### config.mk
export PLATFORM = sky130hd
export DESIGN_NAME = stepper_step_sequencer
export DESIGN_NICKNAME = d
export VERILOG_FILES = /design/src/rtl/stepper_pkg.sv /design/src/rtl/stepper_step_sequencer_step_timer.sv /design/src/rtl/stepper_step_sequencer.sv
export SDC_FILE = /design/constraint.sdc
export NUM_CORES = 1
export LEC_CHECK = 0
export CAP_MARGIN = 20
export CORE_MARGIN = 5
export CORE_UTILIZATION = 50
export CTS_CLUSTER_DIAMETER = 150
export DETAILED_ROUTE_END_ITERATION = 10
export HOLD_SLACK_MARGIN = 0.02
export PLACE_DENSITY = 0.72
export SLEW_MARGIN = 20
export SYNTH_ARGS = -nofsm -noshare
export SYNTH_HDL_FRONTEND = slang
export SYNTH_HIERARCHICAL = 1
export SYNTH_SLANG_ARGS = --single-unit
### constraint.sdc
create_clock -name clk -period 4.97 [get_ports clk]
set_clock_uncertainty 0.05 [all_clocks]
set_input_delay 0.994 -clock clk [delete_from_list [all_inputs] [get_ports clk]]
set_output_delay 0.994 -clock clk [all_outputs]
set_load 0.02 [all_outputs]
### src/rtl/stepper_pkg.sv
// Shared stepper definitions: FSM encodings, coil phase table and command byte layout.
// Also used by the ASIP output-port decode.
package stepper_pkg;

    typedef enum logic [1:0] {
        ST_IDLE = 2'd0,
        ST_RUN  = 2'd1,
        ST_FIN  = 2'd2
    } step_state_t;

    localparam int CMD_DIR_BIT = 7;
    localparam int CMD_CNT_MSB = 6;

    // Index 0 is the leftmost entry; half-step sequence for a 4-wire stepper.
    localparam logic [0:7][3:0] PHASE_TABLE = {
        4'b1000, 4'b1100, 4'b0100, 4'b0110,
        4'b0010, 4'b0011, 4'b0001, 4'b1001
    };

    function automatic logic [3:0] phase_of(input logic coil_en, input logic [2:0] idx);
        return coil_en ? PHASE_TABLE[idx] : 4'b0000;
    endfunction

endpackage

### src/rtl/stepper_step_sequencer_step_timer.sv
// Loadable down-counter: ticks when it reaches zero while enabled, then reloads itself.
module step_timer #(
    parameter int PERIOD_W = 16
) (
    input  logic                clk,
    input  logic                rst_n,
    input  logic                load,
    input  logic [PERIOD_W-1:0] load_val,
    input  logic                en,
    output logic                tick
);

    logic [PERIOD_W-1:0] cnt;
    logic [PERIOD_W-1:0] rld;

    assign tick = en && (cnt == '0);

    always_ff @(posedge clk) begin
        if (!rst_n) begin
            cnt <= '0;
            rld <= '0;
        end else if (load) begin
            cnt <= load_val;
            rld <= load_val;
        end else if (en) begin
            cnt <= (cnt == '0) ? rld : cnt - 1'b1;
        end
    end

endmodule

### src/rtl/stepper_step_sequencer.sv
// Command-driven stepper sequencer: turns a dir/count byte into timed coil phase steps
// and tracks a wrapping signed position.
module stepper_step_sequencer
    import stepper_pkg::*;
#(
    parameter int PERIOD_W = 16
) (
    input  logic                clk,
    input  logic                rst_n,
    input  logic                cmd_valid,
    input  logic [7:0]          cmd_data,
    output logic                cmd_ready,
    input  logic [PERIOD_W-1:0] period,
    input  logic                half_step,
    input  logic                abort,
    output logic [3:0]          phase,
    output logic                busy,
    output logic                done,
    output logic [7:0]          pos
);

    step_state_t state, state_n;
    logic [2:0]  idx, idx_n;
    logic [7:0]  pos_n;
    logic [6:0]  remaining, remaining_n;
    logic        dir, dir_n;
    logic        half, half_n;
    logic        coil_en, coil_en_n;
    logic        busy_n;
    logic        accept, tick, timer_en;
    logic [PERIOD_W-1:0] p_m1;

    assign cmd_ready = (state == ST_IDLE);
    assign done      = (state == ST_FIN);
    assign accept    = cmd_valid && cmd_ready;
    assign timer_en  = (state == ST_RUN);
    // A zero period behaves as one clock per step.
    assign p_m1      = (period == '0) ? '0 : period - 1'b1;

    step_timer #(.PERIOD_W(PERIOD_W)) u_timer (
        .clk      (clk),
        .rst_n    (rst_n),
        .load     (accept),
        .load_val (p_m1),
        .en       (timer_en),
        .tick     (tick)
    );

    always_comb begin
        state_n     = state;
        idx_n       = idx;
        pos_n       = pos;
        remaining_n = remaining;
        dir_n       = dir;
        half_n      = half;
        coil_en_n   = coil_en;
        busy_n      = busy;
        case (state)
            ST_IDLE: begin
                if (accept) begin
                    dir_n       = cmd_data[CMD_DIR_BIT];
                    remaining_n = cmd_data[CMD_CNT_MSB:0];
                    half_n      = half_step;
                    coil_en_n   = 1'b1;
                    busy_n      = 1'b1;
                    state_n     = (cmd_data[CMD_CNT_MSB:0] == '0) ? ST_FIN : ST_RUN;
                end
            end
            ST_RUN: begin
                // Abort beats a step landing on the same edge.
                if (abort) begin
                    state_n = ST_FIN;
                end else if (tick) begin
                    idx_n       = dir ? idx - (half ? 3'd1 : 3'd2) : idx + (half ? 3'd1 : 3'd2);
                    pos_n       = dir ? pos - 8'd1 : pos + 8'd1;
                    remaining_n = remaining - 7'd1;
                    if (remaining == 7'd1) state_n = ST_FIN;
                end
            end
            ST_FIN: begin
                busy_n  = 1'b0;
                state_n = ST_IDLE;
            end
            default: state_n = ST_IDLE;
        endcase
    end

    always_ff @(posedge clk) begin
        if (!rst_n) begin
            state     <= ST_IDLE;
            idx       <= '0;
            pos       <= '0;
            remaining <= '0;
            dir       <= 1'b0;
            half      <= 1'b0;
            coil_en   <= 1'b0;
            busy      <= 1'b0;
            phase     <= 4'b0000;
        end else begin
            state     <= state_n;
            idx       <= idx_n;
            pos       <= pos_n;
            remaining <= remaining_n;
            dir       <= dir_n;
            half      <= half_n;
            coil_en   <= coil_en_n;
            busy      <= busy_n;
            phase     <= phase_of(coil_en_n, idx_n);
        end
    end

endmodule
Yosys cells after proc, flatten, opt, wreduce, memory -nomap -nowiden --
Memories as Yosys holds them, arrays and structs flattened. A register that Yosys moved wholly into a read port is not among the register bits. Cells that the tools add are included.
Word-level totals: flip-flop bits (word level) 56, latch bits 0, memory bits (writable) 0, bits in read-only memories 32, word-level logic and storage cells 68, memories 1
Memories:
- (no name shown) | depth 8, bits a word 4, rd ports 1, clocked after memory_dff 1, wr ports 0, RTL line stepper_pkg.sv:21 | return coil_en ? PHASE_TABLE[idx] : 4'b0000;
Operators by class: add/sub/neg operators 7, multipliers 0, div/mod/pow operators 0, $lt $le $gt $ge 0, equality and inequality tests 8, shifts and indexed selects 0, muxes and demuxes 24, bitwise operators 2, reductions and logical operators 16
Operators with widths (number):
- $mux W16 | 4
- $logic_not A16 Y1 | 2
- $sub A16 B1 Y16 const B | 2
- $mux W7 | 3
- $pmux W7 S2 | 1
- $mux W2 | 6
- $mux W3 | 4
- $add A8 B1 Y8 const B | 1
- $mux W8 | 1
- $sub A8 B1 Y8 const B | 1
- $eq A7 B1 Y1 const B | 1
- $logic_not A7 Y1 | 1
- $sub A7 B1 Y7 const B | 1
- $ne A3 B3 Y1 const B | 2
- $reduce_and A2 Y1 | 3
- $reduce_and A3 Y1 | 2
- $reduce_bool A2 Y1 | 3
- $ne A2 B2 Y1 const B | 2
- $not A3 Y4 | 1
- $pmux W2 S2 | 1
- $reduce_and A4 Y1 | 1
- $add A3 B2 Y3 | 1
- $mux W1 | 3
- $sub A3 B3 Y3 | 1
- other kinds (8) | 9

Depth between registers and ports, before layout --
Gate-level depths: netlist of the first run.
depth in word-level cells 7, mapped depth 10, gate-level depth less buffers 10

Cells and area by module --
The synthesis of the first run kept the hierarchy.
By module, submodules not included:
- step_timer | times used 1, cells each 221, area each 1943.1 µm²
- stepper_step_sequencer | times used 1, cells each 246, area each 1935.6 µm²

Worst setup path before layout of the first run --
Ideal clock, no wire load.
path kind register to register, start register u_timer.cnt[0], end register phase[1], data arrival time 2782 ps, data required time 4791 ps, setup slack 2008 ps, stages on the path, launching flop included 11, period minus slack after synthesis 2962 ps, cells stage by stage dfxtp_1 -> inv_1 -> ha_1 -> or4b_1 -> nor4_1 -> and2_1 -> nor4bb_1 -> nand2_1 -> xor2_1 -> mux2i_1 -> nor2_1
Between the ends: word-level cells in the longest chain between the ends 6
RTL lines:
- start: declaration | RTL line stepper_step_sequencer_step_timer.sv:13 | logic [PERIOD_W-1:0] cnt;
- start signal: assignment | RTL line stepper_step_sequencer_step_timer.sv:23 | cnt <= load_val;
- start signal: assignment | RTL line stepper_step_sequencer_step_timer.sv:26 | cnt <= (cnt == '0) ? rld : cnt - 1'b1;
- $logic_not A16 Y1 | RTL line stepper_step_sequencer_step_timer.sv:16 | assign tick = en && (cnt == '0);
- $logic_and A1 B1 Y1 | RTL line stepper_step_sequencer_step_timer.sv:16
- net tick | RTL line stepper_step_sequencer.sv:30 | logic accept, tick, timer_en;
- $mux W3 | RTL line stepper_step_sequencer.sv:73 | end else if (tick) begin
- $mux W3 | RTL line stepper_step_sequencer.sv:71 | if (abort) begin
- $mux W3 | RTL line stepper_step_sequencer.sv:58 | case (state)
- $not A3 Y4 (implied by the code) | RTL line stepper_pkg.sv:21
- end: declaration | RTL line stepper_step_sequencer.sv:16 | output logic [3:0] phase,
The timed path passes the listed nets, and every way through them passes these cells. A chain may end at the register's enable or synchronous reset.

Final worst setup path of the first run --
start register u_timer.cnt[0], end register phase[3]
The elaborated chain is that of the path after synthesis.

==> impl_metrics.tcl, run 1 <==
set metrics [dict create \
    status "completed" \
    io_pins 44 \
    post-route-period-util 0.717 \
    die_height_um 98.1 \
    ctsLongestPathBuffers 2 \
    pin_count_of_the_biggest_net_entering_global_routing 29 \
    final.min_clock_period_ns 3.56 \
    yosysTopAreaCell "sky130_fd_sc_hd__dfxtp_1" \
    maxClockFrequency_ghz 0.281 \
    syn_to_final_growth_pct 15.6 \
    grt_overflow 0 \
    syn-instance-count 467 \
    detail_route.wl_per_cell_um 15.4 \
    synth_sequential_area_ratio 0.310 \
    first_iter_violations 159 \
    share_comb_of_total_power 0.381 \
    tritoncts_clock_tree "built" \
    diodes 0 \
    cts_resized 0 \
    power-per-cell-area_nw_per_um2 347 \
    swShare 0.374 \
    gr-usage-all-layers 0.199 \
    cts-hold-fix-buffers 0 \
    via_count_of_the_first_global_routing_pass 3473 \
    globalRouteMet2Util 0.337 \
    dp_slack_ns 1.39 \
    grt_antenna_before_repair 0 \
    worst_slew_margin_rel 0.287 \
    min_delay_path_class "register to register" \
    start_kind "register" \
    fin_setup_tns_ns 0 \
    critical_path.endpoint "phase[3]" \
    ir_drop_mv 0.230 \
    rr_startpoint "u_timer/cnt[0]" \
    final_common_cell "sky130_fd_sc_hd__dfxtp_1" \
    r2r_slack_ns 1.41 \
    cts_post_setup_buffers_inserted 0 \
    timing.final.setup_violations 0 \
    grt_busiest_layer "met2" \
    worst_slew_pin_slew_ns 1.06 \
    ctsRootBufferMaster "sky130_fd_sc_hd__clkbuf_8" \
    yosysWarningCount 6 \
    postRouteWirelength_um 9320 \
    design.die.area_um2 9620 \
    timing.final.hold_violations 0 \
    met3_usage 0.0314 \
    endpoint_kind "register" \
    async_flop_share 0 \
    post_route_drc_violation_count 0 \
    gpl_wtd_cong 0.915 \
    clk_pin_slew_worst_paths_ns 0.07 \
    coreArea_um2 7650 \
    p_leak_uw 0.00175 \
    drt-pass1-iter-count 5 \
    power_frac_clock 0.232 \
    crit_required_ns 5.13 \
    worstReg2RegEnd "phase[3]" \
    yosysTopAreaCellShare 0.310 \
    synth_enable_flop_cells 0 \
    worstSkewPairLatency_ns 0.34 \
    post_synth_main_area_contributors "sky130_fd_sc_hd__dfxtp_1 (31%), sky130_fd_sc_hd__mux2i_1 (6.5%), sky130_fd_sc_hd__nor2_1 (5.7%)" \
    ant_nets 0 \
    report.final.slew_viol_count 0 \
    yosys_most_used_dff "sky130_fd_sc_hd__dfxtp_1" \
    fp.dieW_um 98.1 \
    nets 543 \
    power.internal_uw 972 \
    route.vias.total 3552 \
    max_cap_viol_count 0 \
    startpoint "u_timer/cnt[0]" \
    synth_nets 510 \
    mostFrequentLayoutCells "sky130_fd_sc_hd__dfxtp_1 (60), sky130_fd_sc_hd__nor2_1 (59), sky130_fd_sc_hd__clkdlybuf4s50_1 (43)" \
    numPortBuffers 43 \
    synth_seq_cells 60 \
    ff2ff_path_depth 11 \
    synth_area_um2 3880 \
    grt_pass1_wl_um 16000 \
    cts.htree.levels 3 \
    gr-usage-met1 0.251 \
    cts_inserted_buffers 9 \
    critical_path_arrival_ns 3.72 \
    grt_setup_unrepaired "false" \
    power.share.sequential 0.388 \
    clock_sinks 60 \
    synth.avg_cell_area_um2 8.31 \
    avgViaCountPerCell 5.86 \
    crit_fanout 13 \
    hpwl_um 6810 \
    critPathKind "register to register" \
    setup_ws_ns 1.41 \
    yosys.cell_types.count 75 \
    initial_utilization 0.507 \
    net-switching-power_uw 582 \
    floorplan.rows 32 \
    drive_gt1_frac 0.0913 \
]
worst max-delay path, stage by stage, from the launching register on:
cell	delay, ns
sky130_fd_sc_hd__dfxtp_1	0.34
sky130_fd_sc_hd__inv_1	0.11
sky130_fd_sc_hd__ha_1	0.19
sky130_fd_sc_hd__or4b_1	0.56
sky130_fd_sc_hd__nor4_1	0.58
sky130_fd_sc_hd__and2_1	0.28
sky130_fd_sc_hd__nor4bb_2	0.29
sky130_fd_sc_hd__buf_4	0.23
sky130_fd_sc_hd__nand2_1	0.09
sky130_fd_sc_hd__xor2_1	0.42
sky130_fd_sc_hd__mux2i_1	0.24
sky130_fd_sc_hd__nor2_1	0.05
sequential cells by signal, summed over array words and instances (netlist names):
| signal | flops |
|---|---|
| u_timer/rld | 16 |
| busy | 1 |
| pos | 8 |
| remaining | 7 |
| idx | 3 |
| phase | 4 |
| coil_en | 1 |
| half | 1 |
| u_timer/cnt | 16 |
| dir | 1 |
| state | 2 |
cell families after synthesis:
| family | Yosys count | synth area share |
|---|---|---|
| mux | 28 | 0.0732 |
| simple gates | 192 | 0.267 |
| flops | 60 | 0.310 |
| xor+xnor | 18 | 0.0406 |
| fa+ha+maj | 14 | 0.0490 |
| buf+inv | 48 | 0.0590 |
| compound gates | 107 | 0.201 |
routing by layer:
metal / wire [um] / vias up
met5: 0 / -
met4: 219 / 0
met3: 482 / 20
met2: 4520 / 85
met1: 4100 / 1684
li1: - / 1763
per-stage QoR:
| step | hold WS (ns) | total power, uW | instances | utilization | cell area (um^2) |
|---|---|---|---|---|---|
| after floorplan | 0.397 | 1070 | 467 | - | 3880 |
| after global placement | 0.408 | 1190 | 591 | 0.567 | 4340 |
| after detailed placement | 0.431 | 1200 | 591 | 0.567 | 4340 |
| after CTS | 0.437 | 1560 | 606 | 0.587 | 4490 |
| after global routing | 0.462 | 1660 | 606 | 0.587 | 4490 |
| final | 0.431 | 1550 | 606 | 0.587 | 4490 |
Yosys cell counts, types with 11 or more instances:
library cell,n
sky130_fd_sc_hd__nand2_1,31
sky130_fd_sc_hd__ha_1,12
sky130_fd_sc_hd__inv_1,20
sky130_fd_sc_hd__dfxtp_1,60
sky130_fd_sc_hd__nor2_1,59
sky130_fd_sc_hd__nor3_1,14
sky130_fd_sc_hd__a21oi_1,19
sky130_fd_sc_hd__clkbuf_1,14
sky130_fd_sc_hd__o21ai_0,24
sky130_fd_sc_hd__nor4_1,11
sky130_fd_sc_hd__mux2i_1,25
sky130_fd_sc_hd__xnor2_1,11
power by group through the flow:
stage	clock, uW	combinational, uW	sequential, uW
4_1_cts	369	588	601
3_5_place_dp	0	586	611
6_report	360	592	602
3_3_place_gp	0	576	609
5_1_grt	394	657	611
2_1_floorplan	0	482	588
area by class of cell:
cell class | instances | area [um^2]
clock inverters | 3 | 15.0
repair buffers | 48 | 468
fillers | 706 | 3160
clock buffers | 12 | 135
flip-flops and latches | 60 | 1200
multi-input cells | 359 | 2460
well taps | 102 | 128
inverters | 22 | 82.6
how the worst min path moves through the flow:
stage	from	endpoint	slack (ns)	cells past startpoint
final	pos[7]	pos[7]	0.43	2
after global routing	pos[7]	pos[7]	0.46	2
after CTS	pos[7]	pos[7]	0.44	2
after detailed placement	u_timer/rld[11]	u_timer/rld[11]	0.43	2
after global placement	u_timer/rld[11]	u_timer/rld[11]	0.41	2
after floorplan	u_timer/rld[10]	u_timer/rld[10]	0.40	2
No activity file was read; power rests on OpenSTA's default activity.
==> inputs of run 2 (changes only) <==
clock period = 3.5 ns   (was 4.97 ns; I/O delays follow)
==> run 2 against run 1 <==
Sequential power up 42%. Fmax up 9.7%. Largest cell class unchanged. Non-clock buffer count up 3. Count of clock-buffer cells in the layout unchanged. Die area unchanged. Final cell count up 0.66%. Highest routed layer unchanged. Global-route usage up 0.52 points.
==> impl_metrics.tcl, run 2 (synthesis results as in run 1) <==
set metrics [dict create \
    crit_required_ns 3.72 \
    drive_gt1_frac 0.104 \
    report.final.slew_viol_count 0 \
    crit_fanout 13 \
    post_layout_nonfiller_instances 610 \
    final.min_clock_period_ns 3.25 \
    worst_hold_startpoint "pos[2]" \
    post-route-period-util 0.928 \
    syn_to_final_growth_pct 17.1 \
    cts-hold-fix-buffers 0 \
    numPortBuffers 43 \
    drt-pass1-iter-count 4 \
    tritoncts_clock_tree "built" \
    gr-usage-all-layers 0.204 \
    min_to "pos[2]" \
    worstReg2RegEnd "phase[1]" \
    avgViaCountPerCell 5.79 \
    timing.final.setup_violations 0 \
    top_regs "u_timer/cnt: 16 flops, u_timer/rld: 16 flops, pos: 8 flops" \
    maxClockFrequency_ghz 0.308 \
    timing.final.hold_violations 0 \
    via_count_of_the_first_global_routing_pass 3546 \
    grt_overflow 0 \
    pin_count_of_the_biggest_net_entering_global_routing 38 \
    first_iter_violations 163 \
    fp.dieW_um 98.1 \
    ctsRootBufferMaster "sky130_fd_sc_hd__clkbuf_8" \
    post_route_drc_violation_count 0 \
    floorplan.rows 32 \
    max_cap_viol_count 0 \
    endpoint_kind "register" \
    gpl_wtd_cong 0.925 \
    ant_nets 0 \
    postRouteWirelength_um 9500 \
    status "completed" \
    hpwl_um 6970 \
    initial_utilization 0.507 \
    coreArea_um2 7650 \
    diodes 0 \
    die_height_um 98.1 \
    critical_path_arrival_ns 3.47 \
    start_kind "register" \
    r2r_slack_ns 0.25 \
    mostFrequentLayoutCells "sky130_fd_sc_hd__dfxtp_1 (60), sky130_fd_sc_hd__nor2_1 (59), sky130_fd_sc_hd__clkdlybuf4s50_1 (43)" \
    fin_setup_tns_ns 0 \
    worst_slew_pin_slew_ns 0.979 \
    nets 546 \
    io_pins 44 \
    cts_inserted_buffers 9 \
    min_delay_path_depth 2 \
    worst_slew_margin_rel 0.341 \
    rr_startpoint "u_timer/cnt[0]" \
    clock_sinks 60 \
    grt_antenna_before_repair 0 \
    cts_post_setup_buffers_inserted 0 \
    grt_setup_unrepaired "false" \
    design.die.area_um2 9620 \
    final_common_cell "sky130_fd_sc_hd__dfxtp_1" \
    worstSkewPairLatency_ns 0.34 \
    detail_route.wl_per_cell_um 15.6 \
    dp_cells 594 \
    ff2ff_path_depth 11 \
    ctsLongestPathBuffers 2 \
    min_delay_path_class "register to register" \
    grt_pass1_wl_um 16200 \
    cts.htree.levels 3 \
    clk_pin_slew_worst_paths_ns 0.06 \
    power-per-cell-area_nw_per_um2 497 \
    route.vias.total 3530 \
    critPathKind "register to register" \
    p_leak_uw 0.00177 \
    ir_drop_mv 0.369 \
]
[run 2: changes by cell type in the layout (fill, tap and decap cells not counted)]
| cell | change |
|---|---|
| sky130_fd_sc_hd__buf_4 | +3 |
| sky130_fd_sc_hd__clkbuf_1 | -1 |
| sky130_fd_sc_hd__clkbuf_8 | +1 |
| sky130_fd_sc_hd__clkinv_2 | -1 |
| sky130_fd_sc_hd__clkinvlp_4 | +2 |
| sky130_fd_sc_hd__nor4_1 | -1 |
| sky130_fd_sc_hd__nor4_2 | +1 |
| sky130_fd_sc_hd__xor2_1 | -1 |
| sky130_fd_sc_hd__xor2_2 | +1 |
[run 2: routing by layer]
metal  up-vias  share of wire  GRT usage
met5         -              0          0
met3        17          0.043     0.0450
met1      1655           0.44      0.253
met4         0          0.020     0.0745
li1       1771              -          -
met2        87           0.49      0.347
[run 2: critical path, cell delays in order (launching register included)]
cell                       delay (ns)
sky130_fd_sc_hd__dfxtp_1         0.33
sky130_fd_sc_hd__inv_1           0.11
sky130_fd_sc_hd__ha_1            0.17
sky130_fd_sc_hd__or4b_1          0.56
sky130_fd_sc_hd__nor4_2          0.45
sky130_fd_sc_hd__and2_1          0.25
sky130_fd_sc_hd__nor4bb_2        0.28
sky130_fd_sc_hd__buf_4           0.23
sky130_fd_sc_hd__mux2_2          0.39
sky130_fd_sc_hd__nor2_1          0.16
sky130_fd_sc_hd__mux2i_1         0.10
sky130_fd_sc_hd__nor2_1          0.09
[run 2: worst max-delay path by stage]
| stage | startpoint | end | slack [ns] | depth (start not counted) |
|---|---|---|---|---|
| finish | u_timer/cnt[0] | phase[1] | 0.25 | 11 |
| floorplan | u_timer/cnt[0] | phase[1] | 0.54 | 10 |
| detailed placement | u_timer/cnt[0] | phase[1] | 0.14 | 11 |
| CTS | u_timer/cnt[0] | phase[1] | 0.13 | 11 |
| global placement | period[8] | u_timer/cnt[8] | 0.26 | 7 |
| global route | u_timer/cnt[0] | phase[3] | 0.08 | 11 |
[run 2: cell type report]
class | count | area [um^2]
Timing Repair Buffer | 51 | 490
Sequential cell | 60 | 1200
Inverter | 22 | 82.6
Tap cell | 102 | 128
Multi-Input combinational cell | 359 | 2470
Clock inverter | 4 | 25.0
Clock buffer | 12 | 145
Fill cell | 681 | 3110
[run 2: what timing repair did]
item / in CTS / in global routing
gates resized for setup: 0 / 2
setup endpoints to repair: 0 / 3
hold endpoints to repair: 0 / 0
[run 2: per-stage QoR]
step	total power [uW]	hold WS (ns)	worst slack, ns	util	area, um^2
CTS	2260	0.431	0.128	0.592	4530
detailed placement	1710	0.417	0.136	0.570	4360
finish	2260	0.434	0.252	0.594	4540
global placement	1690	0.405	0.263	0.570	4360
floorplan	1520	0.397	0.538	-	3880
global route	2410	0.447	0.0761	0.594	4540
[run 2: power breakdown]
part	leakage [uW]	internal, uW	switching, uW
combinational	0.00120	378	480
sequential	0.000492	762	90.0
clock	0.0000824	274	275
